## src/rtl/if_fetch_stage.sv

```systemverilog
// Instruction-fetch stage of the 5-stage MIPS pipeline.
// Owns the fetch PC, talks req/ack to instruction memory and fills the
// IF_ID register consumed by the decode stage. Redirects and the stall
// enable come back from decode.
// Optional feature: define BRANCH_DELAY_SLOT_EN to make the word fetched
// in the redirecting cycle a delivered delay slot instead of squashing it.
module if_fetch_stage #(
  parameter logic [31:0] RESET_PC  = 32'h0000_0000,
  parameter logic [31:0] NOP_INSTR = 32'h0000_0000
) (
  input  logic        clk,
  input  logic        rst,
  input  logic        Z,
  input  logic        J,
  input  logic        JR,
  input  logic        PC_IF_ID_Write,
  input  logic [31:0] branch_target,
  input  logic [31:0] jump_target,
  input  logic [31:0] jr_target,
  output logic        imem_req,
  output logic [31:0] imem_addr,
  input  logic        imem_ack,
  input  logic [31:0] imem_rdata,
  output logic [63:0] IF_ID,
  output logic        IF_ID_valid
);

  // RUN: fetch outstanding at fetchPc. HOLD: fetched word parked in the
  // buffer while decode stalls. KILL: wrong-path fetch draining.
  typedef enum logic [1:0] {RUN, HOLD, KILL} state_t;

  localparam logic [63:0] BUBBLE = {32'h0000_0000, NOP_INSTR};

  state_t      state_q, state_d;
  logic [31:0] fetchPc_q, fetchPc_d;
  logic [31:0] pendPc_q, pendPc_d;
  logic [31:0] buffer_q, buffer_d;
  logic [63:0] ifId_q, ifId_d;
  logic        valid_q, valid_d;
  logic        startup_q;
`ifdef BRANCH_DELAY_SLOT_EN
  logic        pendFlag_q, pendFlag_d;
  logic [31:0] nextPc;
`endif

  logic        ackEff;
  logic        redir;
  logic [31:0] target;
  logic [31:0] pcPlus4;

  // An ack in the first cycle after reset belongs to the abandoned access.
  assign ackEff  = imem_ack & ~startup_q;
  assign redir   = (Z | J | JR) & PC_IF_ID_Write;
  assign target  = JR ? jr_target : (J ? jump_target : branch_target);
  assign pcPlus4 = fetchPc_q + 32'd4;

  assign imem_req    = ~rst & (state_q != HOLD);
  assign imem_addr   = fetchPc_q;
  assign IF_ID       = ifId_q;
  assign IF_ID_valid = valid_q;

  // State, PC and IF_ID registers; reset abandons any access in flight.
  always_ff @(posedge clk or posedge rst) begin
    if (rst) begin
      state_q    <= RUN;
      fetchPc_q  <= RESET_PC;
      pendPc_q   <= RESET_PC;
      buffer_q   <= NOP_INSTR;
      ifId_q     <= BUBBLE;
      valid_q    <= 1'b0;
      startup_q  <= 1'b1;
`ifdef BRANCH_DELAY_SLOT_EN
      pendFlag_q <= 1'b0;
`endif
    end else begin
      state_q    <= state_d;
      fetchPc_q  <= fetchPc_d;
      pendPc_q   <= pendPc_d;
      buffer_q   <= buffer_d;
      ifId_q     <= ifId_d;
      valid_q    <= valid_d;
      startup_q  <= 1'b0;
`ifdef BRANCH_DELAY_SLOT_EN
      pendFlag_q <= pendFlag_d;
`endif
    end
  end

`ifdef BRANCH_DELAY_SLOT_EN
  // Delay-slot flavour: the word in flight at a redirect is still delivered,
  // and the PC then jumps to the newest target (or the remembered one).
  always_comb begin
    state_d    = state_q;
    fetchPc_d  = fetchPc_q;
    pendPc_d   = pendPc_q;
    buffer_d   = buffer_q;
    ifId_d     = ifId_q;
    valid_d    = valid_q;
    pendFlag_d = pendFlag_q;
    nextPc     = redir ? target : (pendFlag_q ? pendPc_q : pcPlus4);
    case (state_q)
      RUN: begin
        if (PC_IF_ID_Write) begin
          if (ackEff) begin
            ifId_d     = {pcPlus4, imem_rdata};
            valid_d    = 1'b1;
            fetchPc_d  = nextPc;
            pendFlag_d = 1'b0;
          end else begin
            ifId_d  = BUBBLE;
            valid_d = 1'b0;
            if (redir) begin
              pendPc_d   = target;
              pendFlag_d = 1'b1;
            end
          end
        end else if (ackEff) begin
          buffer_d = imem_rdata;
          state_d  = HOLD;
        end
      end
      HOLD: begin
        if (PC_IF_ID_Write) begin
          ifId_d     = {pcPlus4, buffer_q};
          valid_d    = 1'b1;
          fetchPc_d  = nextPc;
          pendFlag_d = 1'b0;
          state_d    = RUN;
        end
      end
      default: state_d = RUN;
    endcase
  end
`else
  // Squash flavour: any redirect bubbles IF_ID; a wrong-path fetch still
  // outstanding is drained in KILL before the target is fetched.
  always_comb begin
    state_d   = state_q;
    fetchPc_d = fetchPc_q;
    pendPc_d  = pendPc_q;
    buffer_d  = buffer_q;
    ifId_d    = ifId_q;
    valid_d   = valid_q;
    case (state_q)
      RUN: begin
        if (redir) begin
          ifId_d  = BUBBLE;
          valid_d = 1'b0;
          if (ackEff) begin
            fetchPc_d = target;
          end else begin
            pendPc_d = target;
            state_d  = KILL;
          end
        end else if (PC_IF_ID_Write) begin
          if (ackEff) begin
            ifId_d    = {pcPlus4, imem_rdata};
            valid_d   = 1'b1;
            fetchPc_d = pcPlus4;
          end else begin
            ifId_d  = BUBBLE;
            valid_d = 1'b0;
          end
        end else if (ackEff) begin
          buffer_d = imem_rdata;
          state_d  = HOLD;
        end
      end
      HOLD: begin
        if (redir) begin
          ifId_d    = BUBBLE;
          valid_d   = 1'b0;
          fetchPc_d = target;
          state_d   = RUN;
        end else if (PC_IF_ID_Write) begin
          ifId_d    = {pcPlus4, buffer_q};
          valid_d   = 1'b1;
          fetchPc_d = pcPlus4;
          state_d   = RUN;
        end
      end
      KILL: begin
        if (PC_IF_ID_Write) begin
          ifId_d  = BUBBLE;
          valid_d = 1'b0;
          if (redir) pendPc_d = target;
        end
        if (ackEff) begin
          fetchPc_d = redir ? target : pendPc_q;
          state_d   = RUN;
        end
      end
      default: state_d = RUN;
    endcase
  end
`endif

endmodule
```

## config.mk

```make
export PLATFORM = sky130hd
export DESIGN_NAME = if_fetch_stage
export DESIGN_NICKNAME = d
export VERILOG_FILES = /design/src/rtl/if_fetch_stage.sv
export SDC_FILE = /design/constraint.sdc
export NUM_CORES = 1
export LEC_CHECK = 0
export ABC_AREA = 1
export ABC_CLOCK_PERIOD_IN_PS = 5900
export CAP_MARGIN = 20
export CORE_MARGIN = 3
export CORE_UTILIZATION = 46
export CTS_BUF_LIST = sky130_fd_sc_hd__clkbuf_4
export CTS_CLUSTER_DIAMETER = 40
export DETAILED_ROUTE_END_ITERATION = 10
export GPL_ROUTABILITY_DRIVEN = 0
export GPL_TIMING_DRIVEN = 1
export PLACE_DENSITY = 0.84
export SYNTH_ARGS = -nofsm -noshare
export SYNTH_HDL_FRONTEND = slang
export SYNTH_SLANG_ARGS = --single-unit
```

## constraint.sdc

```tcl
create_clock -name clk -period 5.9 [get_ports clk]
set_clock_uncertainty 0.1 [all_clocks]
set_input_delay 1.18 -clock clk [delete_from_list [all_inputs] [get_ports clk]]
set_output_delay 1.18 -clock clk [all_outputs]
set_load 0.02 [all_outputs]
```

==> results.md <==
- Starting Density: 47.28%
- Total grt overflow: 0
- Outcome: finished clean
- Largest net degree at the start of global routing: 104
- Synthesized cell area: 9261 um^2
- Slew Viols, Final: 0
- Critical path class: primary input to register
- Total power: 5.360 mW
- CTS tree: built
- Avg Cell Area, Syn: 6.948 um^2
- Row count: 51
- Antenna violations before repair: 1
- Clock slew at reported path FFs: 0.14 ns
- Max-Slew Margin vs Limit: 33.81%
- 1st-pass router iterations: 8
- Final instance area: 11980 um^2
- Final WS setup: 1.909 ns
- Tcrit/Tclk final: 67.65%
- LEAKAGE: 5.845 nW
- WHS: 0.3976 ns
- Vias per cell: 5.347
- Type of element capturing the critical path: register
- H-tree depth: 4
- Clk root buf: clkbuf_4
- DRC: 0
- Final setup fails: 0
- Initial DRC count: 1202
- RSZ-0062 raised after global routing: false
- Placed wire-length estimate: 20.42 mm
- Critical Path AT: 4.41 ns
- Routed Antenna Nets: 0
- Synth Register Bits: 164
- CTS buffer count: 17
- Final net count: 1663
- Ys Warns: 0
- Die Y-Extent: 147.9 um
- Global-route wire length before repair: 45.48 mm
- Final WL: 27.90 mm
- Power per cell area: 447.5 nW/um^2
- Worst Tran Pin Value: 0.9894 ns
- Crit path max fanout: 35
- Post-CTS Setup Repair Bufs: 0
- Area post-placement: 11680 um^2
- CP Data Required Time: 6.32 ns
- # port buffers: 232
- Post-CTS Resized: 0
- Final min period: 3.991 ns
- Max_cap viols: 0
- Core area: 19590 um^2
- Number of global-route vias before repair: 9111
- Cell count after synthesis: 1333
- Layout cells sized above 1: 4.297%
- Setup slack after placement: 1.346 ns
- Worst vdd ir: 0.2572 mV
- Worst hold path type: register to register
- Setup_tns: 0 ns
- Die width: 147.9 um
- Sequential fraction of the synthesis area: 44.33%
- Die area: 21870 um^2
- Clk sinks: 164
- Crit path launch type: primary input
- Area delta synth->final: 29.32%
- Final Hold Violating Endpoints: 0
- Fill count: 1728
- IO Pins: 233
- Synth Net Count: 1473
- Clk buf depth: 2
- Clk_lat worst skew: 0.58 ns
- Internal reg-to-reg setup slack: 2.49 ns
- GRT Total Usage: 25.35%
- # hold bufs at CTS: 0
- Post-synth cell types: 35
- DR WL/cell: 15.48 um
- Fmax achieved: 250.6 MHz
- Vias: 9640
-- where the power goes --
group | internal, mW | switching, mW | total (mW)
clock network | 0.262 | 0.435 | 0.696
logic | 1.04 | 1.69 | 2.74
registers | 1.58 | 0.353 | 1.93
-- critical path: stages --
cell and delay, ns:
clkdlybuf4s50_1 0.39, buf_4 0.23, inv_2 0.44, nand3_2 0.14
nand2_2 0.28, nand3_2 0.63, nand2_1 0.25, nand2_2 0.22
inv_2 0.36, nand3_1 0.16, nand2_1 0.08
-- routing by layer --
layer | track usage [%] | part of all wire (%) | up-vias
li1 | - | - | 4640
met1 | 35.85 | 43 | 4416
met2 | 39.32 | 45 | 529
met3 | 5.457 | 9.3 | 55
met4 | 7.945 | 2.7 | 0
met5 | 0 | 0 | -
-- cells by family after synthesis --
kind of cell | after synthesis | synth area share, %
buffers and inverters | 202 | 8.971
xor gates and xnor gates | 7 | 0.6620
DFF | 164 | 44.33
other | 1 | 0.04049
adders and majority gates | 5 | 0.6755
AOI/OAI and AO/OA | 299 | 17.75
and+or+nand+nor | 655 | 27.57
-- sequential cells by signal, summed over array words and instances (netlist names) --
name / flops
IF_ID_valid: 1
imem_addr: 32
state_q: 2
buffer_q: 32
pendPc_q: 32
IF_ID: 64
startup_q: 1
-- metrics by stage --
stage	std cells	utilization (%)
global route	1803	61.14
global placement	1769	59.62
detailed placement	1769	59.62
floorplan	1333	-
CTS	1801	61.11
finish	1803	61.14
-- synthesized netlist by cell type --
cell type	instances	area share (%)
ha_1	5	0.68
buf_1	3	0.12
nand4_1	1	0.068
clkbuf_1	30	1.2
xnor2_1	2	0.19
a22o_1	8	0.76
nor3_1	1	0.054
a21oi_1	136	7.3
inv_2	9	0.36
buf_6	2	0.24
nor2_1	102	4.1
o21ai_2	1	0.095
a21boi_1	10	0.81
o21bai_1	2	0.16
a21oi_2	1	0.095
dfrtp_1	163	44
nand2_1	496	20
nor3_2	1	0.11
a31oi_1	2	0.14
nand3_1	46	2.5
o21ai_0	77	4.2
inv_4	1	0.068
o21a_1	2	0.16
buf_2	32	1.7
dfstp_2	1	0.28
xor2_1	5	0.47
a22oi_1	13	1.1
conb_1	1	0.040
nand3_2	2	0.22
inv_1	121	4.9
nor2_2	3	0.20
buf_4	4	0.32
o22ai_1	32	2.2
o21ai_1	15	0.81
nand2_2	3	0.20
-- placed cells by master, fill, tap and decap left out, types with 3 or more instances in the layout --
master and n:
ha_1 5, inv_6 7, dfrtp_1 163, buf_4 10, clkdlybuf4s50_1 232, a21oi_1 136
o21ai_0 77, nand3_1 46, nor2_2 3, a22o_1 8, nand2_1 495, a22oi_1 13
o21ai_1 14, nand2_2 4, xor2_1 5, a21boi_1 10, o22ai_1 32, inv_2 9
inv_1 120, nor2_1 102, clkbuf_4 17
-- path summary, 6_finish.rpt --
check                      startpoint       endpoint  cells after the start
setup / recovery                   JR      IF_ID[56]                     11
hold / removal              IF_ID[33]      IF_ID[33]                      2
setup reg to reg           state_q[0]  imem_addr[19]                      8
hold reg to reg             IF_ID[33]      IF_ID[33]                      2
max in group asynchronous         rst  imem_addr[21]                      3
min in group asynchronous         rst       IF_ID[1]                      2
-- area by class of cell --
cell class	count	area, um^2	share of cell area, %
diodes	2	5.005	0.04179
clock buffers	17	127.6	1.066
clock inverters	15	163.9	1.369
inverters	131	499.2	4.168
multi-input cells	967	4347	36.29
flip-flops and latches	164	4105	34.28
well taps	265	331.6	2.768
repair buffers	242	2397	20.02
Note: power is estimated with default switching activity, not from simulation.
